[config.mk]
export PLATFORM = sky130hd
export DESIGN_NAME = axi4_lite_regfile
export DESIGN_NICKNAME = d
export VERILOG_FILES = /design/src/rtl/axi4_lite_regfile.sv
export SDC_FILE = /design/constraint.sdc
export NUM_CORES = 1
export LEC_CHECK = 0
export CAP_MARGIN = 5
export CORE_AREA = 10 10 249 251
export DETAILED_ROUTE_END_ITERATION = 6
export DIE_AREA = 0 0 259 261
export DONT_BUFFER_PORTS = 1
export PLACE_DENSITY = 0.46
export SETUP_SLACK_MARGIN = 0.05
export SKIP_CTS_REPAIR_TIMING = 1
export SYNTH_ARGS = -nofsm -noshare
export SYNTH_HDL_FRONTEND = slang
export SYNTH_SLANG_ARGS = --single-unit
[constraint.sdc]
create_clock -name clk -period 5.8 [get_ports clk]
set_input_delay 1.16 -clock clk [delete_from_list [all_inputs] [get_ports clk]]
set_output_delay 1.16 -clock clk [all_outputs]
set_load 0.005 [all_outputs]
[src/rtl/axi4_lite_regfile.sv]
// axi4_lite_regfile: parametrised AXI4-Lite slave register file with byte strobes and hardware-sourced read-only registers
module axi4_lite_regfile #(
    parameter int ADDR_WIDTH = 32,
    parameter int DATA_WIDTH = 32,
    parameter int NUM_REGS = 8,
    parameter logic [ADDR_WIDTH-1:0] BASE_ADDR = '0,
    parameter logic [NUM_REGS-1:0] RO_MASK = '0
) (
    input  logic                           clk,
    input  logic                           reset,
    input  logic [ADDR_WIDTH-1:0]          awaddr_i,
    input  logic                           awvalid_i,
    output logic                           awready_o,
    input  logic [DATA_WIDTH-1:0]          wdata_i,
    input  logic [DATA_WIDTH/8-1:0]        wstrb_i,
    input  logic                           wvalid_i,
    output logic                           wready_o,
    output logic [1:0]                     bresp_o,
    output logic                           bvalid_o,
    input  logic                           bready_i,
    input  logic [ADDR_WIDTH-1:0]          araddr_i,
    input  logic                           arvalid_i,
    output logic                           arready_o,
    output logic [DATA_WIDTH-1:0]          rdata_o,
    output logic [1:0]                     rresp_o,
    output logic                           rvalid_o,
    input  logic                           rready_i,
    output logic [NUM_REGS*DATA_WIDTH-1:0] regs_o,
    input  logic [NUM_REGS*DATA_WIDTH-1:0] ro_data_i
);
    localparam int NB = DATA_WIDTH / 8;
    localparam int LSB = $clog2(NB);
    localparam int IW = NUM_REGS > 1 ? $clog2(NUM_REGS) : 1;

    typedef enum logic {W_IDLE, W_RESP} wstate_e;
    typedef enum logic {R_IDLE, R_DATA} rstate_e;

    wstate_e wstate_q, wstate_d;
    rstate_e rstate_q, rstate_d;
    logic aw_have_q, aw_have_d, w_have_q, w_have_d;
    logic [ADDR_WIDTH-1:0] awaddr_q, awaddr_d;
    logic [DATA_WIDTH-1:0] wdata_q, wdata_d;
    logic [NB-1:0] wstrb_q, wstrb_d;
    logic awready_q, awready_d, wready_q, wready_d, bvalid_q, bvalid_d;
    logic arready_q, arready_d, rvalid_q, rvalid_d;
    logic [1:0] bresp_q, bresp_d, rresp_q, rresp_d;
    logic [DATA_WIDTH-1:0] rdata_q, rdata_d;
    logic [DATA_WIDTH-1:0] regs_q [NUM_REGS];
    logic [DATA_WIDTH-1:0] cur [NUM_REGS];
    logic aw_hs, w_hs, b_hs, ar_hs, r_hs, commit, wr_ok, wr_en, rd_ok;
    logic [IW-1:0] wr_idx, rd_idx;

    function automatic logic dec_ok(input logic [ADDR_WIDTH-1:0] a);
        return (((a - BASE_ADDR) & ADDR_WIDTH'(NB - 1)) == '0) &&
               (((a - BASE_ADDR) >> LSB) < ADDR_WIDTH'(NUM_REGS));
    endfunction

    function automatic logic [IW-1:0] dec_idx(input logic [ADDR_WIDTH-1:0] a);
        return IW'((a - BASE_ADDR) >> LSB);
    endfunction

    for (genvar i = 0; i < NUM_REGS; i++) begin : g_reg
        assign cur[i] = RO_MASK[i] ? ro_data_i[i*DATA_WIDTH +: DATA_WIDTH] : regs_q[i];
        assign regs_o[i*DATA_WIDTH +: DATA_WIDTH] = cur[i];
    end

    assign aw_hs  = awvalid_i & awready_q;
    assign w_hs   = wvalid_i & wready_q;
    assign b_hs   = bvalid_q & bready_i;
    assign ar_hs  = arvalid_i & arready_q;
    assign r_hs   = rvalid_q & rready_i;
    assign commit = wstate_q == W_IDLE && aw_have_q && w_have_q;
    assign wr_ok  = dec_ok(awaddr_q);
    assign wr_idx = dec_idx(awaddr_q);
    assign wr_en  = commit && wr_ok && !RO_MASK[wr_idx];
    assign rd_ok  = dec_ok(araddr_i);
    assign rd_idx = dec_idx(araddr_i);

    always_comb begin
        wstate_d  = commit ? W_RESP : b_hs ? W_IDLE : wstate_q;
        aw_have_d = !commit && (aw_have_q || aw_hs);
        w_have_d  = !commit && (w_have_q || w_hs);
        awaddr_d  = aw_hs ? awaddr_i : awaddr_q;
        wdata_d   = w_hs ? wdata_i : wdata_q;
        wstrb_d   = w_hs ? wstrb_i : wstrb_q;
        bvalid_d  = commit || (bvalid_q && !bready_i);
        bresp_d   = !commit ? bresp_q : !wr_ok ? 2'b11 : RO_MASK[wr_idx] ? 2'b10 : 2'b00;
        awready_d = wstate_d == W_IDLE && !aw_have_d;
        wready_d  = wstate_d == W_IDLE && !w_have_d;
        rstate_d  = ar_hs ? R_DATA : r_hs ? R_IDLE : rstate_q;
        arready_d = rstate_d == R_IDLE;
        rvalid_d  = ar_hs || (rvalid_q && !rready_i);
        rdata_d   = !ar_hs ? rdata_q : rd_ok ? cur[rd_idx] : '0;
        rresp_d   = !ar_hs ? rresp_q : rd_ok ? 2'b00 : 2'b11;
    end

    always_ff @(posedge clk) begin
        if (reset) begin
            wstate_q  <= W_IDLE;
            rstate_q  <= R_IDLE;
            aw_have_q <= 1'b0;
            w_have_q  <= 1'b0;
            awaddr_q  <= '0;
            wdata_q   <= '0;
            wstrb_q   <= '0;
            awready_q <= 1'b0;
            wready_q  <= 1'b0;
            bvalid_q  <= 1'b0;
            bresp_q   <= 2'b00;
            arready_q <= 1'b0;
            rvalid_q  <= 1'b0;
            rdata_q   <= '0;
            rresp_q   <= 2'b00;
        end else begin
            wstate_q  <= wstate_d;
            rstate_q  <= rstate_d;
            aw_have_q <= aw_have_d;
            w_have_q  <= w_have_d;
            awaddr_q  <= awaddr_d;
            wdata_q   <= wdata_d;
            wstrb_q   <= wstrb_d;
            awready_q <= awready_d;
            wready_q  <= wready_d;
            bvalid_q  <= bvalid_d;
            bresp_q   <= bresp_d;
            arready_q <= arready_d;
            rvalid_q  <= rvalid_d;
            rdata_q   <= rdata_d;
            rresp_q   <= rresp_d;
        end
    end

    always_ff @(posedge clk) begin
        for (int i = 0; i < NUM_REGS; i++)
            for (int b = 0; b < NB; b++)
                if (reset)
                    regs_q[i][8*b +: 8] <= '0;
                else if (wr_en && wr_idx == IW'(i) && wstrb_q[b])
                    regs_q[i][8*b +: 8] <= wdata_q[8*b +: 8];
    end

    assign awready_o = awready_q;
    assign wready_o  = wready_q;
    assign bvalid_o  = bvalid_q;
    assign bresp_o   = bresp_q;
    assign arready_o = arready_q;
    assign rvalid_o  = rvalid_q;
    assign rdata_o   = rdata_q;
    assign rresp_o   = rresp_q;
endmodule

=== Word-level counts from Yosys, hierarchy flattened ===
Memories as Yosys holds them, arrays and structs flattened. A register that Yosys moved wholly into a read port is not among the register bits.
Cells that the tools add are included.

* Bits in registers: 113
* Bits in read-only memories: 8
* Logic and storage cells: 278
* Memories kept: 2
* RAM bits: 256

* Bitwise gates (word level): 41
* Reduce and logical (&&, ||, !) cells: 65
* $lt $le $gt $ge: 4
* Muxes and demuxes: 144
* Equality and inequality tests: 7

{| class="wikitable"
|+ Memories
! memory !! words !! bits a word !! rd ports !! clocked after memory_dff !! write ports !! RTL line !! RTL
|-
| regs_q || 8 || 32 || 8 || 0 || 8 || 48 || <nowiki>logic [DATA_WIDTH-1:0] regs_q [NUM_REGS];</nowiki>
|-
| (no name shown) || 8 || 1 || 1 || 1 || 0 || 87 || <nowiki>bresp_d = !commit ? bresp_q : !wr_ok ? 2'b11 : RO_MASK[wr_idx] ? 2'b10 : 2'b00;</nowiki>
|}

{| class="wikitable"
|+ Operators by type and width
! cell !! count
|-
| 8-bit two-way mux || 32
|-
| 1-bit two-way mux || 103
|-
| 32-bit binary-select mux with 3-bit select || 1
|-
| 32-bit two-way mux || 3
|-
| 32-bit zero test || 2
|-
| 30-bit by 4-bit less-than comparator with 1-bit output, second input constant || 2
|-
| 1-bit logical AND || 52
|-
| 1-bit OR || 32
|-
| 3-bit == test, second input constant || 4
|-
| 3-bit by 2-bit == test with 1-bit output, second input constant || 2
|-
| 1-bit zero test || 6
|-
| 2-bit two-way mux || 3
|-
| 3-bit two-way mux || 2
|-
| 1-bit AND || 5
|-
| 4-bit >= comparator, second input constant || 1
|-
| 1-bit logical OR || 4
|-
| 3-bit by 4-bit less-than comparator with 1-bit output, second input constant || 1
|-
| 3-bit inverter with 4-bit output || 1
|-
| 3-bit by 1-bit == test with 1-bit output, second input constant || 1
|-
| 3-bit zero test || 1
|-
| 1-bit inverter || 3
|}

=== Logic depth before layout (Yosys ltp) ===
* Depth after elaboration: 11
* Depth in mapped cells: 7
* Gate-level depth less buffers: 4

=== Worst setup path before layout ===
Ideal clock, no wire load.

* Path type: input -> register
* From: in reset
* To: mem regs_q[3][4] (netlist: regs_q[0][100]), enable pin
* Data required time: 5.425 ns
* Cell stages on the path: 4
* Setup time: 0.375 ns
* Arrival: 2.229 ns
* Path slack: 3.196 ns
* Cells stage by stage: clkbuf_1 clkbuf_1 clkbuf_1 o21bai_1

{| class="wikitable"
|+ RTL lines
! element !! RTL line !! RTL
|-
| from (decl) || 10 || <nowiki>input logic reset,</nowiki>
|-
| to (decl) || 48 ||
|}

==> summary.md <==
| Metric | Value |
|---|---|
| Status | finished clean |
| Worst vdd ir | between 150 and 200 µV |
| Core Util, Final | 30.9% |
| Critical path class | reg -> reg |
| CTS tree | built |
| Period utilization | a little over half |
| Layout Skew | around 30 ps |
| Worst reg2reg setup slack | 2620 ps |
| # IOs | between 600 and 700 |
| # nets final | 1622 |
| Final setup fails | 0 |
| Synth top area share | 49.2% |
| CTS root buf | clkbuf_16 |
| # H-tree levels | 2 |
| Synth unique cells | 40 |
| CTS Buf Count | 44 |
| Worst slew margin | a little under a quarter |
| Most common library cells after synthesis | 256 x edfxtp_1, 239 x nand2_1, 211 x nor2_1, 111 x dfxtp_1, 105 x a21oi_1 |
| Hold endpoint | wready_o |
| Seq cells post-synth | 367 |
| CORE AREA | between 0.05 and 0.06 mm² |
| First-pass GRT wire length | between 70 and 80 mm |
| Crit path DAT | around 3400 ps |
| Worst-skew pair later-pin latency | ~570 ps |
| Crit path required time | about 6000 ps |
| Initial DRC count | between 800 and 900 |
| Antenna violations before repair | 1 |
| Yosys warnings | 0 |
| Reg-to-Reg Start | awaddr_q[0] |
| Worst Setup SP | awaddr_q[0] |
| Total Routed Length | approximately 57 mm |
| Final max-slew violation count | 0 |
| Largest stage delay on the critical path | roughly 1100 ps |
| Pwr Density | about 340 mW/mm² |
| FILL cells | around 5700 |
| Dpl hpwl | roughly 39 mm |
| First-pass detailed-route iteration total | 7 |
| Vias per inst | 4.94 |
| DRC Markers | 0 |
| CTS Sinks | ~370 |
| Clock buffer depth | 3 |
| RSZ-0062 raised after global routing | no |
| Multi-input gate area | around 0.0053 mm² |
| Hold_ws | ~440 ps |
| Port Buffers | 0 |
| Reg-to-Reg End | regs_q[0][106] |
| Synthesized netlist cell count | ~1300 |
| Min-delay src | w_have_q |
| Synth area leader | edfxtp_1 |
| Hold crit path type | reg -> reg |
| Hold Path Stages | 1 |
| Wirelength per Cell | approximately 28 µm |
| Largest net degree at the start of global routing | between 150 and 200 |
| Gp weighted congestion | 0.788 |
| Crit-path max FO | 8 |
| Layout area overhead | 12.9% |
| Register area share after synthesis | 63.4% |
| Routed Antenna Nets | 0 |
| Die Y-Extent | between 200 and 300 µm |
| Share of cells above drive strength 1 | 17.5% |
| Initial Util | roughly 27% |
| Worst path cell trace | nor4_1 -> and3_1 -> nand4_1 -> o21bai_1 |
| Synth Flop Type | edfxtp_1 |
| Ranking of synthesized cells by area | edfxtp_1 49%, dfxtp_1 14%, mux4_2 9.2%, nand2_1 5.7%, nor2_1 5.1% |
| Worst Max-Slew Pin Slew | 1150 ps |
| EDFF count, synth | 256 |
| Placed Area | ~0.016 mm² |
| Vias in the first global route | about 10000 |
| Crit end category | flop |
| Master of the slowest instance on the critical path | o21bai_1 |
| Setup_tns | 0 ps |
| Register area | about 0.01 mm² |
| Hold Fails Final Rpt | 0 |
| Total power | between 0.005 and 0.006 W |
| Asr flop ratio synth | 0% |
| Rows | ~90 |
| Finished Cell Area | roughly 0.018 mm² |
| Top-count cell post-synth | edfxtp_1 |
| Die ar. | around 0.068 mm² |
| Total track usage | 16.3% |
| ANT cells | 0 |
| P_leak | 5.57 nW |
| Max-Cap Viols | 0 |
| Fmax | ~310 MHz |
| Setup crit start kind | flop |
| Die X | between 200 and 300 µm |
| Worst-path clk slew | 60 ps |
| Syn_area_per_cell | approximately 12 µm² |
| Reg2Reg Depth | 4 |
| Total gr overflow | 0 |
| Syn_nets | approximately 1700 |
| Tmin final | between 3000 and 4000 ps |
| Cell Area, Synth | about 0.016 mm² |
| DR vias | 10172 |
[metal layers]
| metal | vias up | track usage (%) | wire [µm] |
|---|---|---|---|
| met3 | 60 | 5.87 | 5540 |
| met1 | 5155 | 20.1 | 23100 |
| met4 | 0 | 3.99 | 1030 |
| met5 | - | 0 | 0 |
| met2 | 416 | 26.7 | 27500 |
| li1 | 4541 | - | - |
[worst max-delay path by stage]
stage / end / slack (ps) / depth (start not counted)
after floorplan: regs_q[0][100] / 3200 / 4
after global placement: regs_q[0][106] / 2470 / 4
after detailed placement: regs_q[0][105] / 2430 / 4
after CTS: regs_q[0][105] / 2420 / 4
after global routing: regs_q[0][105] / 2270 / 4
final: regs_q[0][106] / 2620 / 4
[sequential cells by signal (all words and copies together), names as in the netlist, 4 cells and up]
| name | flops |
|---|---|
| wdata_q | 32 |
| regs_q | 256 |
| awaddr_q | 32 |
| rdata_o | 32 |
| wstrb_q | 4 |
[through the flow]
| step | worst slack [ps] | cells |
|---|---|---|
| after CTS | 2420 | 2059 |
| after global placement | 2470 | 1978 |
| after detailed placement | 2430 | 1978 |
| final | 2620 | 2059 |
| after floorplan | 3200 | 1296 |
| after global routing | 2270 | 2059 |
[logic make-up (layout without fill, tap and decap cells)]
kind of cell | count (synthesis) | in the layout | share of synthesized area, %
muxes | 96 | 96 | 11.3
DFF | 367 | 367 | 63.4
buffers and inverters | 97 | 95 | 2.91
AOI/OAI and AO/OA | 139 | 139 | 5.23
and+or+nand+nor | 597 | 597 | 17.2
[area by class of cell]
| class | count | share of cell area [%] |
|---|---|---|
| Inverter | 1 | 0.0213 |
| Timing Repair Buffer | 13 | 0.553 |
| Sequential cell | 367 | 56.1 |
| Clock inverter | 29 | 1.22 |
| Multi-Input combinational cell | 832 | 30.0 |
| Clock buffer | 52 | 6.69 |
| Tap cell | 765 | 5.42 |
[power breakdown]
group          leakage, nW  total, W  internal (W)  switching [W]
registers             3.54   0.00298       0.00289      0.0000968
logic                 1.34  0.000273      0.000113       0.000161
clock network        0.683   0.00267       0.00155        0.00112
total                 5.57   0.00592       0.00455        0.00138
[critical path, delay by kind of cell (launching register included)]
family | cells | cell delay, ps
AND/OR/NAND/NOR | 3 | 1400
AO/OA/AOI/OAI | 1 | 1100
flip-flops | 1 | 310
[placed cells by master, fill, tap and decap left out, drive strengths merged]
cell type and n:
a21o 8, nand2b 2, dfxtp 111, nand3 6, a31o 12, nor4b 1, inv 3, and4 2
mux2i 32, a21oi 105, a2111oi 2, mux4 64, nand4 7, edfxtp 256, buf 13, and3b 1
o21bai 4, clkinv 22, clkbuf 52, clkinvlp 3, nor4 11, nand2 239, nor4bb 1, nor2b 10
and2 3, or4 1, bufinv 2, nor2 271, a41o 8, nor3 7, and3 3, or3 32
No activity file was read; power rests on OpenSTA's default activity.
